==> config.mk <==
export PLATFORM = sky130hd
export DESIGN_NAME = maze_update_ctrl
export DESIGN_NICKNAME = d
export VERILOG_FILES = /design/src/rtl/maze_update_ctrl.sv
export SDC_FILE = /design/constraint.sdc
export NUM_CORES = 1
export LEC_CHECK = 0
export BUFFER_PORTS_ARGS = -buffer_cell sky130_fd_sc_hd__buf_2
export CAP_MARGIN = 20
export CORE_MARGIN = 2
export CORE_UTILIZATION = 55
export DETAILED_ROUTE_END_ITERATION = 8
export HOLD_SLACK_MARGIN = 0.02
export PLACE_DENSITY = 0.78
export REMOVE_ABC_BUFFERS = 1
export SLEW_MARGIN = 20
export SYNTH_ARGS = -nofsm -noshare
export SYNTH_HDL_FRONTEND = slang
export SYNTH_SLANG_ARGS = --single-unit
==> constraint.sdc <==
create_clock -name CLOCK -period 2.2 [get_ports CLOCK]
set_clock_uncertainty 0.1 [all_clocks]
set_input_delay 0.11 -clock CLOCK [delete_from_list [all_inputs] [get_ports CLOCK]]
set_output_delay 0.11 -clock CLOCK [all_outputs]
set_load 0.01 [all_outputs]
==> src/rtl/maze_update_ctrl.sv <==
// Assembles three Arduino beats per cell into a 9-bit word and commits it to the cell RAM.
// Also tracks maze-done and latches sticky protocol errors, including inter-beat timeouts.
module maze_update_ctrl #(
    parameter int TIMEOUT_CYC = 250000,
    parameter int NUM_CELLS   = 20
) (
    input  logic       CLOCK,
    input  logic       RESET,
    input  logic [2:0] ARD_DATA,
    input  logic       ARD_STROBE,
    input  logic [4:0] ARD_ADDR,
    input  logic       ERR_CLR,
    output logic [4:0] RAM_WADDR,
    output logic [8:0] RAM_WDATA,
    output logic       RAM_WE,
    output logic       DONE,
    output logic       FRAME_ERR,
    output logic [7:0] UPDATE_CNT
);

    localparam int         CW        = (TIMEOUT_CYC > 1) ? $clog2(TIMEOUT_CYC) : 1;
    localparam logic [4:0] ADDR_SYNC = 5'd31;
    localparam logic [4:0] ADDR_DONE = 5'd30;

    typedef enum logic [2:0] {IDLE, B0, B1, B2, COMMIT} state_t;

    state_t        state, next_state;
    logic   [8:0]  sync1, sync2;
    logic          strobe_prev;
    logic          beat, cell_ok, in_frame, timeout;
    logic   [4:0]  b_addr, cell_addr, cell_addr_n;
    logic   [2:0]  b_data;
    logic   [8:0]  word, word_n;
    logic   [CW-1:0] tmo_cnt;
    logic          err_set, done_set, done_clr;

    // NOTE: synchronizer flops reset to 1 so a strobe already high at reset release is not an edge.
    always_ff @(posedge CLOCK) begin
        if (RESET) begin
            sync1       <= '1;
            sync2       <= '1;
            strobe_prev <= 1'b1;
        end else begin
            sync1       <= {ARD_STROBE, ARD_ADDR, ARD_DATA};
            sync2       <= sync1;
            strobe_prev <= sync2[8];
        end
    end

    assign beat     = sync2[8] & ~strobe_prev;
    assign b_addr   = sync2[7:3];
    assign b_data   = sync2[2:0];
    assign cell_ok  = (32'(b_addr) < NUM_CELLS);
    assign in_frame = (state == B0) || (state == B1) || (state == B2);
    assign timeout  = in_frame && (tmo_cnt == CW'(TIMEOUT_CYC - 1));

    // NOTE: every combinational output gets a default first, so no path can infer a latch.
    always_comb begin
        next_state  = state;
        word_n      = word;
        cell_addr_n = cell_addr;
        err_set     = 1'b0;
        done_set    = 1'b0;
        done_clr    = 1'b0;
        case (state)
            IDLE: if (beat) begin
                if (b_addr == ADDR_SYNC) begin
                    next_state = B0;
                    done_clr   = 1'b1;
                end else if (b_addr == ADDR_DONE) begin
                    done_set = 1'b1;
                end else begin
                    err_set = 1'b1;
                end
            end
            B0: if (beat) begin
                if (b_addr == ADDR_SYNC) begin
                    next_state = B0;
                end else if (cell_ok) begin
                    cell_addr_n = b_addr;
                    word_n      = {6'b0, b_data};
                    next_state  = B1;
                end else begin
                    err_set    = 1'b1;
                    next_state = IDLE;
                end
            end else if (timeout) begin
                err_set    = 1'b1;
                next_state = IDLE;
            end
            B1: if (beat) begin
                if (b_addr == cell_addr) begin
                    word_n[5:3] = b_data;
                    next_state  = B2;
                end else if (b_addr == ADDR_SYNC) begin
                    next_state = B0;
                end else begin
                    err_set    = 1'b1;
                    next_state = IDLE;
                end
            end else if (timeout) begin
                err_set    = 1'b1;
                next_state = IDLE;
            end
            B2: if (beat) begin
                if (b_addr == cell_addr) begin
                    word_n[8:6] = b_data;
                    next_state  = COMMIT;
                end else if (b_addr == ADDR_SYNC) begin
                    next_state = B0;
                end else begin
                    err_set    = 1'b1;
                    next_state = IDLE;
                end
            end else if (timeout) begin
                err_set    = 1'b1;
                next_state = IDLE;
            end
            COMMIT: begin
                next_state = IDLE;
                err_set    = beat;
            end
            default: next_state = IDLE;
        endcase
    end

    // NOTE: sequential state uses non-blocking assignments so all flops update from pre-edge values.
    always_ff @(posedge CLOCK) begin
        if (RESET) begin
            state      <= IDLE;
            word       <= '0;
            cell_addr  <= '0;
            tmo_cnt    <= '0;
            RAM_WE     <= 1'b0;
            RAM_WADDR  <= '0;
            RAM_WDATA  <= '0;
            UPDATE_CNT <= '0;
            DONE       <= 1'b0;
            FRAME_ERR  <= 1'b0;
        end else begin
            state     <= next_state;
            word      <= word_n;
            cell_addr <= cell_addr_n;
            tmo_cnt   <= (beat || !in_frame) ? '0 : tmo_cnt + 1'b1;

            // The write is launched from COMMIT so a reset landing in COMMIT suppresses it.
            RAM_WE <= (state == COMMIT);
            if (state == COMMIT) begin
                RAM_WADDR  <= cell_addr;
                RAM_WDATA  <= word;
                UPDATE_CNT <= UPDATE_CNT + 8'd1;
            end

            if (done_set)      DONE <= 1'b1;
            else if (done_clr) DONE <= 1'b0;

            if (err_set)      FRAME_ERR <= 1'b1;
            else if (ERR_CLR) FRAME_ERR <= 1'b0;
        end
    end

endmodule

; Yosys cells after proc, flatten, opt, wreduce, memory -nomap -nowiden
; Index checks and enable logic that the tools add are counted.
[word_totals]
out_inout_bits = 25
inputBits = 12
latchBits = 0
memories = 0
rom_bits = 0
ff_bits = 79
elab_cells = 95
ram_bits = 0
[op_classes]
n_eq_ne = 17
magnitude_cmp = 1
n_bitwise = 3
shifts = 0
add_sub_neg = 2
n_reduce_logical = 16
multipliers = 0
muxes = 41
div = 0
[op_table]
columns = operator, count
row1 = $mux W3, 9
row2 = $mux W9, 3
row3 = $mux W1, 22
row4 = $add A18 B1 Y18 const B, 1
row5 = $eq A18 B18 Y1 const B, 1
row6 = $ne A2 B2 Y1 const B, 7
row7 = $pmux W3 S2, 2
row8 = $pmux W3 S4, 1
row9 = $reduce_and A6 Y1, 2
row10 = $eq A5 B5 Y1 const B, 2
row11 = $add A8 B1 Y8 const B, 1
row12 = $reduce_bool A2 Y1, 4
row13 = $eq A3 B2 Y1 const B, 2
row14 = $mux W2, 3
row15 = $eq A5 B5 Y1, 1
row16 = $lt A5 B5 Y1 const B, 1
row17 = $ne A2 B1 Y1 const B, 2
row18 = $pmux W1 S4, 1
row19 = $reduce_and A4 Y1, 1
row20 = $reduce_or A2 Y1, 2
row21 = $eq A3 B1 Y1 const B, 1
row22 = $eq A3 B3 Y1 const B, 1
row23 = $logic_not A3 Y1, 1
row24 = $logic_or A1 B1 Y1, 3
row25 = 5 further kinds, 6

; Longest topological paths before layout
[logic_depth]
ltp_word = 8
mapped_depth = 6
mapped_depth_nobuf = 5

; Least setup slack after synthesis
; OpenSTA, ideal clock, no wires.
[synth_path]
path_kind = flip-flop to flip-flop
from = reg tmo_cnt[5]
to = reg FRAME_ERR
setup_ns = 0.058
period_less_slack_ns = 1.888
slack_ns = 0.312
path_buffers = 0
stages_incl_launch_ff = 5
arrival_time_ns = 1.730
t_required_ns = 2.042
path_cell_list = dfxtp_1 > or4_1 > or4_4 > nor4b_2 > o22a_1
[synth_via]
elab_chain_len = 6
elab_cells_between_ends = 8
cone_classes = eq/ne (1) / mux (5) / reduce/logical (2)
[synth_lines]
columns = element, line_no
row1 = start: declaration, 34  ; logic [CW-1:0] tmo_cnt;
row2 = start signal: assignment, 144  ; tmo_cnt <= (beat || !in_frame) ? '0 : tmo_cnt + 1'b1;
row3 = $eq A18 B18 Y1 *, 55  ; assign timeout = in_frame && (tmo_cnt == CW'(TIMEOUT_CYC - 1));
row4 = $logic_and A1 B1 Y1 *, 55
row5 = $mux W1 *, "87, 101, 115"
row6 = "$mux W1, on equally long branches", "105, 76"
row7 = $pmux W1 S4 *, 65  ; case (state)
row8 = $mux W1 / $reduce_bool A2 Y1 (equally long branches), -
row9 = end signal: assignment, 139  ; FRAME_ERR <= 1'b0;
row10 = end signal: assignment, 157  ; if (err_set) FRAME_ERR <= 1'b1;
row11 = end signal: assignment, 158  ; else if (ERR_CLR) FRAME_ERR <= 1'b0;
row12 = end: declaration, 17  ; output logic FRAME_ERR,
; Every way passes the cells marked *; elsewhere a longest branch is shown, timed or not.
; A chain may end at the register's enable or synchronous reset.

; Worst setup path in the final report
; Same ends and word-level chain as after synthesis.

==> flow_summary_export.csv <==
group,metric,value,unit
outcome,outcome,"finished clean",
critical_path,worstRegToRegCells,4,
cts,clk_path_buf_depth,2,
finish,antenna-diode-count,0,
drt,initialDrtViolationCount,128,
logic_synthesis,synth-main-ff-cell,"dfxtp_1",
critical_path,slowest_delay,0.55,ns
power,comb_power_share,2.8,%
global_route,grt_usage,20.0,%
logic_synthesis,synth_compound_area_share,6.98,%
floorplanning,die_w,79.5,um
floorplanning,die_h,79.5,um
logic_synthesis,synth_warnings,0,
cts,cts_tree,"yes",
drt,drc_errors,0,
logic_synthesis,syn_area_per_cell,9.20,sq um
critical_path,cp_slowest_cell,"or4_4",
critical_path,path_cells,"or4_1 > or4_4 > nor4b_2 > o22a_1",
power,pwr-share-clk,40.0,%
floorplanning,rows,27,
logic_synthesis,synth_edf_count,0,
finish,layout_commonest_cell,"dfxtp_1",
finish,finalNetCount,404,
timing,fin_tns_setup,0,ns
critical_path,cp-start-kind,"flip-flop",
floorplanning,start_util,57.0,%
timing,slew_headroom,60.6,%
drt,dr.pass1.iters,4,
place,place_congestion,0.912,
logic_synthesis,netlist_area,0.00314,sq mm
critical_path,path_max_fanout,5,
critical_path,end_kind,"flip-flop",
critical_path,required,2.39,ns
timing,rsz0062_at_grt,"false",
place,hpwl,4060,um
drt,wl_per_cell,12.7,um
critical_path,crit_start,"tmo_cnt[5]",
min_path,hold_class,"input port to flip-flop",
drt,final_antenna_net_count,0,
cts,numCtsBuffers,9,
critical_path,critical_path_class,"flip-flop to flip-flop",
logic_synthesis,netlist_instances,341,
floorplanning,dieArea,0.00632,sq mm
timing,slew_viol_final,0,
logic_synthesis,synth_seq_cells,79,
cts,cts_resized,0,
finish,multi_input_area,0.00146,sq mm
critical_path,crit_path_end,"FRAME_ERR",
job,max_cap_violations,0,
cts,insertion_delay,0.35,ns
critical_path,critPathBufInv,0,
power,leakagePower,1.44,nW
critical_path,reg2reg_from,"tmo_cnt[5]",
timing,fin_crit_sh,91.7,%
cts,clk_pin_slew,0.08,ns
logic_synthesis,synth_xor_area_share,6.14,%
critical_path,arrival,2.21,ns
power,p_total,2.55,mW
logic_synthesis,yosysSeqAreaShare,50.4,%
floorplanning,ios,37,
timing,worstMarginPinSlew,0.589,ns
critical_path,r2r_end,"FRAME_ERR",
power,intPower,2.00,mW
drt,vias,2484,
global_route,overflow,0,
cts,clock_sinks,79,
finish,drive_gt1_share,22.0,%
logic_synthesis,synthAdderAreaFrac,0.798,%
floorplanning,core,0.00551,sq mm
critical_path,cpLargestDelayFamily,"simple AND/OR/NAND/NOR gates",
timing,fmax,0.496,GHz
finish,layout_common_cells,"dfxtp_1, nand2_1, buf_2",
power,pwr_density_cell,693,mW/mm^2
critical_path,crit_cells,4,
power,p_sw_share,21.4,%
cts,cts-root-buf,"clkbuf_8",
power,power_switching,544,uW
finish,areaGrowthSynthToFinish,17.1,%
critical_path,ff2ff_setup_slack,0.18,ns
drt,totalWireLength,5930,um
cts,hold_buffers,9,
finish,final_util,66.7,%
cts,cts_setup_buffers,0,
logic_synthesis,yosysUniqueCellTypes,42,
power,p_seq_share,57.1,%
finish,ff_latch_area,0.00158,sq mm
global_route,grt_pass1_wl,9910,um
logic_synthesis,synth_top_family_by_area,"simple AND/OR/NAND/NOR gates",
timing,timing.final.ws_setup,0.183,ns
timing,post-route-min-period,2.02,ns
global_route,grt_pass1_vias,2229,
global_route,antenna_found_initial,0,
timing,setup_viol,0,
logic_synthesis,synthMuxAreaShare,5.42,%
place,numPortBuffers,36,
power,peakVddDrop,434,uV
global_route,grt_max_degree,59,
drt,viasPerCell,5.32,
timing,finalHoldViolCount,0,
logic_synthesis,synth-async-reset-ratio,0,%
finish,fillCellCount,452,
logic_synthesis,yosys.area_share.simple,27.2,%
cts,h-tree-depth,3,
place,dp_slack,0.194,ns
layer usage:
metal  wire, um  up-vias  share of wire, %  track usage [%]
met3        295       13               5.0             4.19
met5          0        -                 0                0
met2       2710       68                46             31.4
li1           -     1268                 -                -
met1       2790     1135                47             25.9
met4        132        0               2.2             10.5
state kept, by name, indices dropped and copies added, names as in the netlist:
| register | cells |
|---|---|
| state | 3 |
| sync1 | 9 |
| strobe_prev | 1 |
| word | 9 |
| RAM_WADDR | 5 |
| tmo_cnt | 18 |
| DONE | 1 |
| FRAME_ERR | 1 |
| RAM_WE | 1 |
| sync2 | 9 |
| UPDATE_CNT | 8 |
| RAM_WDATA | 9 |
| cell_addr | 5 |
Yosys cell counts, types with 4 or more instances:
library cell   n  area share, %
o21ai_0        5           0.80
a21oi_1       20            3.2
mux2i_1       17            5.4
xnor2_1        8            2.2
nand3_1       10            1.6
or2_2         21            4.2
and4_1         4            1.1
and3_1         4           0.80
nand2_1       48            5.7
nand2b_1       9            1.8
nor3_1        10            1.6
nor2_1        31            3.7
nand4_1        9            1.8
dfxtp_1       79             50
clkbuf_1      12            1.4
xor2_1        14            3.9
power groups by stage:
stage	combinational, mW	clock [mW]	sequential [mW]
floorplan	0.0292	0	1.49
global placement	0.0589	0	1.49
detailed placement	0.0592	0	1.49
CTS	0.0713	1.05	1.46
global route	0.0788	1.11	1.46
finish	0.0719	1.02	1.46
area by class of cell:
type	count	share of cell area, %
timing repair buffer	54	9.20
sequential	79	43.1
multi-input combinational	243	39.9
clock buffer	10	3.47
tap	72	2.45
inverter	3	0.307
clock inverter	6	1.67
per-stage QoR:
stage,instance area (sq um),hold slack [ns],instances
4_1_cts,3670,0.0308,467
3_3_place_gp,3390,0.192,442
6_report,3670,0.0513,467
3_5_place_dp,3390,0.195,442
2_1_floorplan,3050,0.0791,325
5_1_grt,3670,0.0492,467
cell families (layout without fill, tap and decap cells):
group	after synthesis	in the layout
and+or+nand+nor	166	166
DFF	79	79
AOI/OAI and AO/OA	36	36
xor gates and xnor gates	22	22
buffers and inverters	19	73
muxes	17	17
adders and majority gates	2	2
worst reg2reg max path: stages, from the launching register on:
cell	delay (ns)
dfxtp_1	0.35
or4_1	0.53
or4_4	0.55
nor4b_2	0.29
o22a_1	0.15
how the worst min path moves through the flow:
stage	start	to	slack (ns)	cells past startpoint
detailed placement	ARD_DATA[1]	sync1[1]	0.20	2
global placement	ARD_STROBE	sync1[8]	0.19	2
finish	RESET	state[1]	0.05	3
CTS	RESET	state[1]	0.03	3
global route	RESET	state[1]	0.05	3
floorplan	RESET	RAM_WADDR[0]	0.08	1
Power figures use the tool's default switching activity.
